==> src/rtl/uop_sequencer_if.sv <==
// uop_sequencer_if: bundles the control, ROM and debug signals of the uop_sequencer.
//   slave  : the sequencer. It takes RUN/STEP/HALT_REQ, ROM RESET_uOP/READ_FLAGS and ALU flags.
//            It drives uOP, ZERO_FLAG/COUT_FLAG, HALTED/FAULT, INSTR_DONE and INSTR_COUNT.
//   master : the environment side (front panel, ROM, ALU).
interface uop_sequencer_if #(
    parameter int unsigned ICNT_W = 16
);
    logic              RUN;
    logic              STEP;
    logic              HALT_REQ;
    logic              RESET_uOP;
    logic              READ_FLAGS;
    logic              ALU_ZERO;
    logic              ALU_COUT;
    logic [2:0]        uOP;
    logic              ZERO_FLAG;
    logic              COUT_FLAG;
    logic              HALTED;
    logic              FAULT;
    logic              INSTR_DONE;
    logic [ICNT_W-1:0] INSTR_COUNT;

    modport master (
        output RUN, STEP, HALT_REQ, RESET_uOP, READ_FLAGS, ALU_ZERO, ALU_COUT,
        input  uOP, ZERO_FLAG, COUT_FLAG, HALTED, FAULT, INSTR_DONE, INSTR_COUNT
    );

    modport slave (
        input  RUN, STEP, HALT_REQ, RESET_uOP, READ_FLAGS, ALU_ZERO, ALU_COUT,
        output uOP, ZERO_FLAG, COUT_FLAG, HALTED, FAULT, INSTR_DONE, INSTR_COUNT
    );
endinterface

==> src/rtl/uop_sequencer.sv <==
// uop_sequencer: generates the 3-bit microoperation index for the microcode ROM.
// It holds the ZERO/COUT flag register and provides run/halt/single-step control.
// It also keeps a retired-instruction counter and stops in FAULT on runaway microcode.
// Ports:
//   CLK : system clock, rising edge
//   RST : synchronous active-high reset
//   bus : uop_sequencer_if.slave (control inputs, ROM/ALU inputs, registered outputs)
module uop_sequencer #(
    parameter int unsigned MAX_UOP = 6,
    parameter int unsigned ICNT_W  = 16
) (
    input logic            CLK,
    input logic            RST,
    uop_sequencer_if.slave bus
);
    localparam logic [2:0] MaxUop  = 3'(MAX_UOP);
    localparam logic [2:0] UopIdle = 3'd7;

    typedef enum logic [1:0] {StHalted, StRun, StStep, StFault} state_e;

    state_e            state_q;
    logic [2:0]        uop_q;
    logic              zero_q;
    logic              cout_q;
    logic              halted_q;
    logic              fault_q;
    logic              done_q;
    logic              pending_q;
    logic [ICNT_W-1:0] count_q;

    logic active;
    logic qual;
    logic eoi;
    logic wdog;
    logic stop;

    always_comb begin
        active = (state_q == StRun) || (state_q == StStep);
        // The ROM leaves RESET_uOP/READ_FLAGS stale during fetch (0), decode (1) and idle (7).
        qual   = active && (uop_q != 3'd0) && (uop_q != 3'd1) && (uop_q != UopIdle);
        eoi    = qual && bus.RESET_uOP;
        wdog   = active && (uop_q == MaxUop) && !bus.RESET_uOP;
        // A HALT_REQ arriving on the boundary cycle itself also stops there.
        stop   = (state_q == StStep) || !bus.RUN || pending_q || bus.HALT_REQ;
    end

    always_ff @(posedge CLK) begin
        if (RST) begin
            state_q   <= StHalted;
            uop_q     <= UopIdle;
            zero_q    <= 1'b0;
            cout_q    <= 1'b0;
            halted_q  <= 1'b1;
            fault_q   <= 1'b0;
            done_q    <= 1'b0;
            pending_q <= 1'b0;
            count_q   <= '0;
        end else begin
            done_q <= eoi;
            if (eoi) begin
                count_q <= count_q + ICNT_W'(1);
            end
            if (qual && bus.READ_FLAGS) begin
                zero_q <= bus.ALU_ZERO;
                cout_q <= bus.ALU_COUT;
            end

            unique case (state_q)
                StHalted: begin
                    pending_q <= pending_q | bus.HALT_REQ;
                    if (bus.RUN) begin
                        state_q  <= StRun;
                        uop_q    <= 3'd0;
                        halted_q <= 1'b0;
                    end else if (bus.STEP) begin
                        state_q  <= StStep;
                        uop_q    <= 3'd0;
                        halted_q <= 1'b0;
                    end
                end
                StRun, StStep: begin
                    if (eoi && stop) begin
                        state_q   <= StHalted;
                        uop_q     <= UopIdle;
                        halted_q  <= 1'b1;
                        pending_q <= 1'b0;
                    end else if (eoi) begin
                        uop_q     <= 3'd0;
                        pending_q <= pending_q | bus.HALT_REQ;
                    end else if (wdog) begin
                        state_q   <= StFault;
                        uop_q     <= UopIdle;
                        fault_q   <= 1'b1;
                        pending_q <= pending_q | bus.HALT_REQ;
                    end else begin
                        uop_q     <= uop_q + 3'd1;
                        pending_q <= pending_q | bus.HALT_REQ;
                    end
                end
                StFault: begin
                    // Only RST leaves FAULT; everything holds.
                end
                default: begin
                    state_q <= StHalted;
                end
            endcase
        end
    end

    assign bus.uOP         = uop_q;
    assign bus.ZERO_FLAG   = zero_q;
    assign bus.COUT_FLAG   = cout_q;
    assign bus.HALTED      = halted_q;
    assign bus.FAULT       = fault_q;
    assign bus.INSTR_DONE  = done_q;
    assign bus.INSTR_COUNT = count_q;
endmodule
==> src/flat_wrapper.sv <==
// flat-port wrapper written by rule: the top's interface ports become plain ports
module uop_sequencer_flat 
#(
    parameter int unsigned MAX_UOP = 6,
    parameter int unsigned ICNT_W  = 16
)
  (CLK, RST, bus_RUN, bus_STEP, bus_HALT_REQ, bus_RESET_uOP, bus_READ_FLAGS, bus_ALU_ZERO, bus_ALU_COUT, bus_uOP, bus_ZERO_FLAG, bus_COUT_FLAG, bus_HALTED, bus_FAULT, bus_INSTR_DONE, bus_INSTR_COUNT);
  uop_sequencer_if #(.ICNT_W(ICNT_W)) bus_i ();
  input logic CLK;
  input logic RST;
  input wire logic [$bits(bus_i.RUN)-1:0] bus_RUN;
  input wire logic [$bits(bus_i.STEP)-1:0] bus_STEP;
  input wire logic [$bits(bus_i.HALT_REQ)-1:0] bus_HALT_REQ;
  input wire logic [$bits(bus_i.RESET_uOP)-1:0] bus_RESET_uOP;
  input wire logic [$bits(bus_i.READ_FLAGS)-1:0] bus_READ_FLAGS;
  input wire logic [$bits(bus_i.ALU_ZERO)-1:0] bus_ALU_ZERO;
  input wire logic [$bits(bus_i.ALU_COUT)-1:0] bus_ALU_COUT;
  output wire logic [$bits(bus_i.uOP)-1:0] bus_uOP;
  output wire logic [$bits(bus_i.ZERO_FLAG)-1:0] bus_ZERO_FLAG;
  output wire logic [$bits(bus_i.COUT_FLAG)-1:0] bus_COUT_FLAG;
  output wire logic [$bits(bus_i.HALTED)-1:0] bus_HALTED;
  output wire logic [$bits(bus_i.FAULT)-1:0] bus_FAULT;
  output wire logic [$bits(bus_i.INSTR_DONE)-1:0] bus_INSTR_DONE;
  output wire logic [$bits(bus_i.INSTR_COUNT)-1:0] bus_INSTR_COUNT;
  assign bus_i.RUN = bus_RUN;
  assign bus_i.STEP = bus_STEP;
  assign bus_i.HALT_REQ = bus_HALT_REQ;
  assign bus_i.RESET_uOP = bus_RESET_uOP;
  assign bus_i.READ_FLAGS = bus_READ_FLAGS;
  assign bus_i.ALU_ZERO = bus_ALU_ZERO;
  assign bus_i.ALU_COUT = bus_ALU_COUT;
  assign bus_uOP = bus_i.uOP;
  assign bus_ZERO_FLAG = bus_i.ZERO_FLAG;
  assign bus_COUT_FLAG = bus_i.COUT_FLAG;
  assign bus_HALTED = bus_i.HALTED;
  assign bus_FAULT = bus_i.FAULT;
  assign bus_INSTR_DONE = bus_i.INSTR_DONE;
  assign bus_INSTR_COUNT = bus_i.INSTR_COUNT;
  uop_sequencer #(.MAX_UOP(MAX_UOP), .ICNT_W(ICNT_W)) u_core (.CLK(CLK), .RST(RST), .bus(bus_i));
endmodule
==> config.mk <==
export PLATFORM = sky130hd
export DESIGN_NAME = uop_sequencer_flat
export DESIGN_NICKNAME = d
export VERILOG_FILES = /design/src/rtl/uop_sequencer_if.sv /design/src/rtl/uop_sequencer.sv /design/src/flat_wrapper.sv
export SDC_FILE = /design/constraint.sdc
export NUM_CORES = 1
export LEC_CHECK = 0
export CORE_UTILIZATION = 48
export DETAILED_ROUTE_END_ITERATION = 6
export GPL_TIMING_DRIVEN = 0
export HOLD_SLACK_MARGIN = 0.05
export MAX_ROUTING_LAYER = met4
export PLACE_DENSITY = 0.78
export SETUP_SLACK_MARGIN = 0.2
export SYNTH_ARGS = -nofsm -noshare
export SYNTH_HDL_FRONTEND = slang
export SYNTH_SLANG_ARGS = --single-unit
==> constraint.sdc <==
create_clock -name CLK -period 2.4 [get_ports CLK]
set_input_delay 0.48 -clock CLK [delete_from_list [all_inputs] [get_ports CLK]]
set_output_delay 0.48 -clock CLK [all_outputs]
set_load 0.01 [all_outputs]
# After elaboration in Yosys (flattened, before gate mapping)
# Index checks and enable logic that the tools add are counted.
dict set report word_totals {
  ff_bits 27
  latch_bits 0
  ram_bits 0
  rom_bits 0
  in_bits 9
  out_inout_bits 24
  word_cells 63
  memories 0
}
dict set report op_classes {
  addsub 2
  n_mul 0
  div 0
  n_lt_le_gt_ge 0
  n_eq_ne 9
  n_shift 0
  n_mux 18
  n_bitwise 3
  reduce_logical 22
}
# operator n
set op_table {}
lappend op_table {{16-bit by 1-bit adder with 16-bit output, second input constant} 1}
lappend op_table {{3-bit two-way mux} 5}
lappend op_table {{2-bit two-way mux} 5}
lappend op_table {{3-bit != test, second input constant} 3}
lappend op_table {{1-bit logical AND} 8}
lappend op_table {{4-bit AND reduction} 2}
lappend op_table {{3-bit by 1-bit != test with 1-bit output, second input constant} 2}
lappend op_table {{3-bit one-hot mux with 2 select lines} 1}
lappend op_table {{1-bit logical OR} 4}
lappend op_table {{1-bit two-way mux} 4}
lappend op_table {{1-bit one-hot mux with 2 select lines} 2}
lappend op_table {{2-bit one-hot mux with 2 select lines} 1}
lappend op_table {{3-bit by 1-bit adder with 3-bit output, second input constant} 1}
lappend op_table {{3-bit == test, second input constant} 1}
lappend op_table {{3-bit AND reduction} 1}
lappend op_table {{3-bit nonzero test} 1}
lappend op_table {{2-bit by 1-bit == test with 1-bit output, second input constant} 1}
lappend op_table {{2-bit == test, second input constant} 1}
lappend op_table {{1-bit logical NOT} 2}
lappend op_table {{2-bit logical NOT} 1}
lappend op_table {{2-bit by 1-bit != test with 1-bit output, second input constant} 1}
lappend op_table {{1-bit NOT} 2}
lappend op_table {{2-bit AND reduction} 1}
lappend op_table {{2-bit nonzero test} 1}
lappend op_table {{2 further kinds} 2}

# Logic depth before layout (Yosys ltp)
# Gate-level depths: netlist (run 1).
dict set report logic_depth {
  ltp_word 9
  ltp_mapped 8
  depth_no_buf 6
}

# Least setup slack after synthesis (run 1)
# OpenSTA, ideal clock, no wires.
dict set report synth_timing {
  kind {reg-to-reg}
  from {register u_core.uop_q[0] (netlist: u_core.bus.uOP[0])}
  to {register u_core.count_q[15] (netlist: u_core.bus.INSTR_COUNT[15])}
  setup_ps 70
  arrival_time_ps 1984
  t_required_ps 2330
  path_slack_ps 345
  path_stages_with_launch 7
  n_path_buf 0
  period_less_slack_ps 2055
  cell_sequence {dfxtp_1 -> ha_1 -> ha_1 -> nand3b_2 -> or3_4 -> or4_1 -> a21oi_1}
}
dict set report synth_via {
  elab_chain_cells 5
  elab_cells_between_ends 7
  classes_between {2 x eq/ne; 5 x reduce/logical}
}
# element line_no
set synth_lines {}
lappend synth_lines {{from (decl)} uop_sequencer.sv:22} ;# logic [2:0] uop_q;
lappend synth_lines {{from (signal assigned)} uop_sequencer.sv:50} ;# uop_q <= UopIdle;
lappend synth_lines {{from (signal assigned)} uop_sequencer.sv:84} ;# uop_q <= UopIdle;
lappend synth_lines {{from (signal assigned)} uop_sequencer.sv:92} ;# uop_q <= UopIdle;
lappend synth_lines {{3-bit nonzero test} uop_sequencer.sv:40} ;# qual = active && (uop_q != 3'd0) && (uop_q != 3'd1) && (uop_q != UopIdle);
lappend synth_lines {{1-bit logical AND (2 in series)} uop_sequencer.sv:40}
lappend synth_lines {{1-bit logical AND (*)} uop_sequencer.sv:40}
lappend synth_lines {{1-bit logical AND (*)} uop_sequencer.sv:41} ;# eoi = qual && bus.RESET_uOP;
lappend synth_lines {{to (signal assigned)} uop_sequencer.sv:61} ;# count_q <= count_q + ICNT_W'(1);
lappend synth_lines {{to (decl)} uop_sequencer.sv:29} ;# logic [ICNT_W-1:0] count_q;
# Every way passes the cells marked *; elsewhere a longest branch is shown, timed or not.
# A chain may end at the register's enable or synchronous reset.

# Worst setup path after layout (run 1)
dict set report layout_timing {
  from {register u_core.uop_q[0] (netlist: u_core.bus.uOP[0])}
  to {register u_core.count_q[9] (netlist: u_core.bus.INSTR_COUNT[9])}
}
# The elaborated chain is that of the path after synthesis.

==> results of run 1 <==
[worst reg2reg max path: stages, from the launching register on]
cell and delay [ns]:
sky130_fd_sc_hd__dfxtp_4 0.39, sky130_fd_sc_hd__ha_1 0.19, sky130_fd_sc_hd__ha_1 0.22, sky130_fd_sc_hd__nand3b_4 0.21, sky130_fd_sc_hd__or3_4 0.39, sky130_fd_sc_hd__buf_6 0.14, sky130_fd_sc_hd__or3_1 0.34, sky130_fd_sc_hd__a21oi_1 0.14
[state kept, by name, indices dropped and copies added, names as in the netlist]
signal                  count
u_core.bus.INSTR_COUNT     16
u_core.bus.uOP              3
u_core.state_q              2
u_core.bus.COUT_FLAG        1
u_core.bus.FAULT            1
u_core.bus.HALTED           1
u_core.bus.INSTR_DONE       1
u_core.bus.ZERO_FLAG        1
u_core.pending_q            1
[cell usage in the layout, fill, tap and decap left out, drive strengths merged, types with 4 or more instances in the layout]
cell            n
clkbuf          6
nand3           8
nand2           9
ha              9
dfxtp          27
xnor2           5
inv             8
clkdlybuf4s50  31
nor2           12
or3            10
o21ai           9
a21oi          13
buf             4
[final timing paths]
kind | to | slack (ns)
worst max-delay path | u_core.bus.INSTR_COUNT[9] | 0.32
worst min-delay path | u_core.bus.FAULT | 0.49
worst max register to register | u_core.bus.INSTR_COUNT[9] | 0.32
worst min register to register | u_core.bus.FAULT | 0.49
[metrics by stage]
step / hold WS [ns] / area, um^2 / util (%)
2_1_floorplan: 0.488 / 1370 / -
3_3_place_gp: 0.461 / 1710 / 66.1
3_5_place_dp: 0.466 / 1710 / 66.1
4_1_cts: 0.501 / 1740 / 67.2
5_1_grt: 0.526 / 1770 / 68.5
6_report: 0.491 / 1770 / 68.5
[cell type report]
class	instances	area (um^2)
clock inverters	1	5.00
plain buffers	7	42.5
inverters	8	30.0
repair buffers	31	310
multi-input cells	113	779
flip-flops and latches	27	546
well taps	30	37.5
fillers	231	817
clock buffers	3	22.5
[routing by layer]
metal	global-route usage [%]	part of all wire (%)	up-vias
met5	-	0	-
met4	7.86	1.7	0
met3	4.22	4.7	6
met2	31.7	46	42
met1	27.8	48	571
li1	-	-	633
[power groups by stage]
stage | sequential [W] | clock [W] | combinational (W)
after floorplan | 0.000619 | 0 | 0.000430
after global placement | 0.000602 | 0 | 0.000655
after detailed placement | 0.000609 | 0 | 0.000670
after CTS | 0.000602 | 0.000208 | 0.000676
after global routing | 0.000618 | 0.000223 | 0.000835
final | 0.000609 | 0.000200 | 0.000750
[timing repair]
item                       4_1_cts  5_1_grt
setup endpoints to repair        0       13
gates resized for setup          0        8
setup buffers                    0        0
[cell families (layout without fill, tap and decap cells)]
kind of cell | count (synthesis) | in the layout | synth area share (%)
AO/OA/AOI/OAI | 33 | 33 | 15.1
XOR/XNOR | 6 | 6 | 3.85
adder cells (fa/ha/maj) | 9 | 9 | 8.25
buffers and inverters | 15 | 50 | 5.32
flip-flops | 27 | 27 | 39.6
multiplexers | 2 | 2 | 1.47
AND/OR/NAND/NOR | 63 | 63 | 26.4
==> implementation parameters, run 1 <==
Parameter                              Value

Worst setup path
  Critical path startpoint category    register
  Reg2reg path depth    7
  Worst r2r src    u_core.bus.uOP[0]
  Req. time, crit path    2.68 ns
  Element type at the critical path end    register
  Worst setup startpoint    u_core.bus.uOP[0]
  Stages on worst setup path    7
  Data arrival time of the critical path    2.36 ns
  Most used cell along the critical path    sky130_fd_sc_hd__ha_1
  Maximum net fanout on the critical path    10
  Critical path class    reg -> reg
  Master of the slowest instance on the critical path    sky130_fd_sc_hd__dfxtp_4
  Highest cell delay on the worst timing path    0.39 ns
  Top cell family by delay on the critical path    simple AND/OR/NAND/NOR gates
  Worst path bufs/invs    1
  Sequence of cells on the critical path    ha_1, ha_1, nand3b_4, or3_4, buf_6, or3_1, a21oi_1

Hold path
  Hold Path Class    reg -> reg
  HP Start    u_core.bus.FAULT
  Number of cells on the worst hold path    2

Yosys
  Syn_area_per_cell    8.81 um^2
  Share of synthesized registers carrying an async set or reset    0%
  Cell with the most instances after synthesis    sky130_fd_sc_hd__dfxtp_1
  Number of enable-type register cells in the synthesized netlist    0
  Synthesized flop and latch total    27
  Total standard cell area after synthesis    0.00137 mm^2
  Yosys warning count    0
  Commonest register cell after synthesis    sky130_fd_sc_hd__dfxtp_1
  Share of the synthesized area in the top cell type    39.6%
  Cell types with the highest counts after synthesis    27 x sky130_fd_sc_hd__dfxtp_1, 13 x sky130_fd_sc_hd__a21oi_1, 12 x sky130_fd_sc_hd__nor2_1
  Synth Instances    155
  Post-synthesis sequential area ratio    39.6%
  Area leader, netlist    sky130_fd_sc_hd__dfxtp_1
  Cell types occupying the most area after synthesis    sky130_fd_sc_hd__dfxtp_1 40%, sky130_fd_sc_hd__ha_1 8.2%, sky130_fd_sc_hd__a21oi_1 4.8%
  Mapped Nets    173
  Distinct cell type count of the synthesized netlist    39

Cells and area
  Diode count    0
  Layout cells sized above 1    8.42%
  Nets    209
  Signed area change from the synthesized netlist to the final layout    29.9%
  Final instance count without filler cells    220

STA
  Aggregate negative setup slack    0 ns
  Fin crit share    86.7%
  Hold Vio Cnt, Final    0
  Final setup violating endpoints    0
  Worst-case headroom to the max-slew limit    60.3%
  Unrepaired setup endpoints after global routing    false
  Max Fclk    480 MHz
  Max-slew violation total from the final report    0
  Smallest setup slack after layout    0.318 ns
  Transition time at the pin with the least slew margin    0.588 ns
  Time the worst path needs with I/O delays and setup    2.08 ns
  Worst Skew    0.00862 ns

Clock tree
  Sink Count    27
  Number of buffers inserted for hold repair after clock tree synthesis    0
  H-tree levels    1
  CTS clock-pin slew for the worst setup and hold paths    0.15 ns
  Maximum root-to-sink buffer count    2
  Clock insertion delay at the later pin of the skew report    0.33 ns
  TritonCTS clock tree    done
  CTS root buf    sky130_fd_sc_hd__clkbuf_4
  Clock buffer count from CTS    3

Route
  Post-route ant nets    0
  Pre-antenna DRT Iters    4
  Final wirelength    3080 um
  Via density per instance    5.69
  Avg WL per Cell    14.0 um
  Number of DRC markers after the initial detailed-route iteration    22
  DR DRC count    0
  Via count    1252

Outcome
  Outcome    finished clean

Die
  Core area    0.00259 mm^2
  Initial Util    52.7%
  Die height    55.3 um
  Die X-Extent    55.3 um
  Std cell rows    18
  Total I/O pin count    33
  Die Footprint    0.00306 mm^2

Placement
  Detailed placer's ending HPWL    2300 um
  GP Congestion    0.792
  Setup Slack @ Placement    0.102 ns
  Placed cell count    216
  Count of buffers from port buffering    31

Global routing
  Largest net degree at the start of global routing    16
  Vias in the first global route    1086
  Total overflow reported by the global router    0
  Wire length of the first global-routing pass    5020 um
  Tot GR Track Use    21.0%
  Initial antenna violation count    0

Power
  Pleak    0.650 nW
  Internal    0.000968 W
  Pwr/cell area    879 mW/mm^2
  Switching power    0.000591 W
  Switching share of power    37.9%
  Comb power frac    48.1%
  Total design power    0.00156 W
  VDD IR max    1.00 mV
  Clock share of power    12.8%
  Share of power burned in registers    39.0%

Flow run
  Maxcap violations    0
Note: power is estimated with default switching activity, not from simulation.
==> run 2: changes to the inputs <==
==> constraint.sdc (replaced) <==
create_clock -name CLK -period 2.25 [get_ports CLK]
set_input_delay 0.45 -clock CLK [delete_from_list [all_inputs] [get_ports CLK]]
set_output_delay 0.45 -clock CLK [all_outputs]
set_load 0.01 [all_outputs]
==> implementation parameters, run 2 (synthesized netlist as in run 1, its figures left out) <==
Parameter                              Value

Die
  Std cell rows    18
  Core area    0.00259 mm^2
  Die height    55.3 um
  Die Footprint    0.00306 mm^2
  Total I/O pin count    33
  Die X-Extent    55.3 um
  Initial Util    52.7%

Worst setup path
  Critical path startpoint category    register
  Critical path class    reg -> reg
  Req. time, crit path    2.53 ns
  Reg2reg path depth    8
  Worst r2r src    u_core.bus.uOP[1]
  Termination of the worst setup path    u_core.bus.INSTR_COUNT[13]
  Data arrival time of the critical path    2.29 ns
  Worst setup startpoint    u_core.bus.uOP[1]
  Worst setup slack for register-to-register paths    0.24 ns
  Element type at the critical path end    register
  Reg-to-reg endpoint    u_core.bus.INSTR_COUNT[13]
  Maximum net fanout on the critical path    10

Cells and area
  Most common library cell in the layout ignoring fill and taps    sky130_fd_sc_hd__clkdlybuf4s50_1
  Most frequent cells in the layout    31 x sky130_fd_sc_hd__clkdlybuf4s50_1, 24 x sky130_fd_sc_hd__dfxtp_1, 12 x sky130_fd_sc_hd__nor2_1
  Final core utilization    71.5%
  Number of fill cells    213
  Fin area    0.00185 mm^2
  Diode count    0
  Signed area change from the synthesized netlist to the final layout    35.7%
  Layout cells sized above 1    16.5%
  Nets    213
  Flip-flop count of the largest register, all copies and words added    16

Global routing
  Initial antenna violation count    0
  Wire length of the first global-routing pass    5100 um
  Tot GR Track Use    20.9%
  Largest net degree at the start of global routing    17
  Total overflow reported by the global router    0
  Vias in the first global route    1154

STA
  Time the worst path needs with I/O delays and setup    2.01 ns
  Unrepaired setup endpoints after global routing    true
  Max-slew violation total from the final report    0
  Max Fclk    498 MHz
  Worst-case headroom to the max-slew limit    64.7%
  Hold Vio Cnt, Final    0
  Transition time at the pin with the least slew margin    0.522 ns
  Final setup violating endpoints    0
  Worst Hold Margin    0.496 ns
  Aggregate negative setup slack    0 ns
  Worst Skew    0.0115 ns
  Fin crit share    89.2%

Route
  Post-route ant nets    0
  DR DRC count    0
  Final wirelength    3150 um
  Pre-antenna DRT Iters    4
  Via count    1270
  Avg WL per Cell    14.1 um
  Via density per instance    5.67
  Number of DRC markers after the initial detailed-route iteration    27

Clock tree
  CTS clock-pin slew for the worst setup and hold paths    0.15 ns
  Clock insertion delay at the later pin of the skew report    0.33 ns
  H-tree levels    1
  Clock buffer count from CTS    3
  CTS root buf    sky130_fd_sc_hd__clkbuf_4
  TritonCTS clock tree    done
  Maximum root-to-sink buffer count    2
  Sink Count    27
  Number of buffers inserted for hold repair after clock tree synthesis    0

Placement
  Placed instance area    0.00172 mm^2
  Detailed placer's ending HPWL    2280 um
  Count of buffers from port buffering    31
  GP Congestion    0.839

Power
  Pleak    0.668 nW
  Total design power    0.00173 W
  Pwr/cell area    936 mW/mm^2
  VDD IR max    0.900 mV

Outcome
  Outcome    finished clean

Hold path
  Hold Path Class    reg -> reg

Flow run
  Maxcap violations    0
## run 2: report_power, final
group / switching (W) / internal, W
clock network: 0.000148 / 0.0000682
logic: 0.000422 / 0.000444
registers: 0.0000800 / 0.000573
total: 0.000649 / 0.00108
## run 2: metal layers
layer  wire (um)  share of wire [%]  global-route usage, %
met5           0                  0                      -
met4          23               0.73                   5.36
met3         129                4.1                   5.62
met2        1510                 48                   33.4
met1        1490                 47                   26.1
## run 2: final cells by class
| cell class | instances | area, um^2 | share of cell area [%] |
|---|---|---|---|
| sequential | 27 | 549 | 29.6 |
| multi-input combinational | 113 | 817 | 44.1 |
| tap | 30 | 37.5 | 2.03 |
| inverter | 8 | 30.0 | 1.62 |
| clock buffer | 3 | 22.5 | 1.22 |
| timing repair buffer | 35 | 340 | 18.4 |
| buffer | 7 | 48.8 | 2.63 |
| clock inverter | 1 | 7.51 | 0.405 |
## run 2: critical path, cell delays in order, from the launching register on
cell and delay (ns):
sky130_fd_sc_hd__dfxtp_4 0.40, sky130_fd_sc_hd__inv_1 0.06, sky130_fd_sc_hd__ha_2 0.17, sky130_fd_sc_hd__o21ba_1 0.19, sky130_fd_sc_hd__buf_6 0.13, sky130_fd_sc_hd__or3_4 0.38, sky130_fd_sc_hd__buf_6 0.14, sky130_fd_sc_hd__or3_1 0.34
sky130_fd_sc_hd__a21oi_1 0.13
## run 2: stage by stage
step / instances / setup slack, ns
6_report: 224 / 0.242
5_1_grt: 224 / 0.186
4_1_cts: 221 / 0.200
3_5_place_dp: 216 / 0.0189
3_3_place_gp: 216 / 0.0569
2_1_floorplan: 155 / 0.201
## run 2: what timing repair did
action,CTS,global route
resized for setup,6,16
setup endpoints to repair,13,11
buffers inserted,1,3
pin swaps,0,8
cloned,0,0
## run 2: worst min-delay path by stage
stage / cells after the start / to / slack, ns / from
after floorplan: 2 / u_core.state_q[1] / 0.49 / u_core.state_q[1]
after global placement: 2 / u_core.bus.FAULT / 0.46 / u_core.bus.FAULT
after detailed placement: 2 / u_core.bus.FAULT / 0.47 / u_core.bus.FAULT
after CTS: 2 / u_core.pending_q / 0.49 / RST
after global routing: 2 / u_core.bus.INSTR_COUNT[15] / 0.51 / u_core.bus.INSTR_COUNT[15]
final: 2 / u_core.bus.HALTED / 0.50 / u_core.bus.HALTED
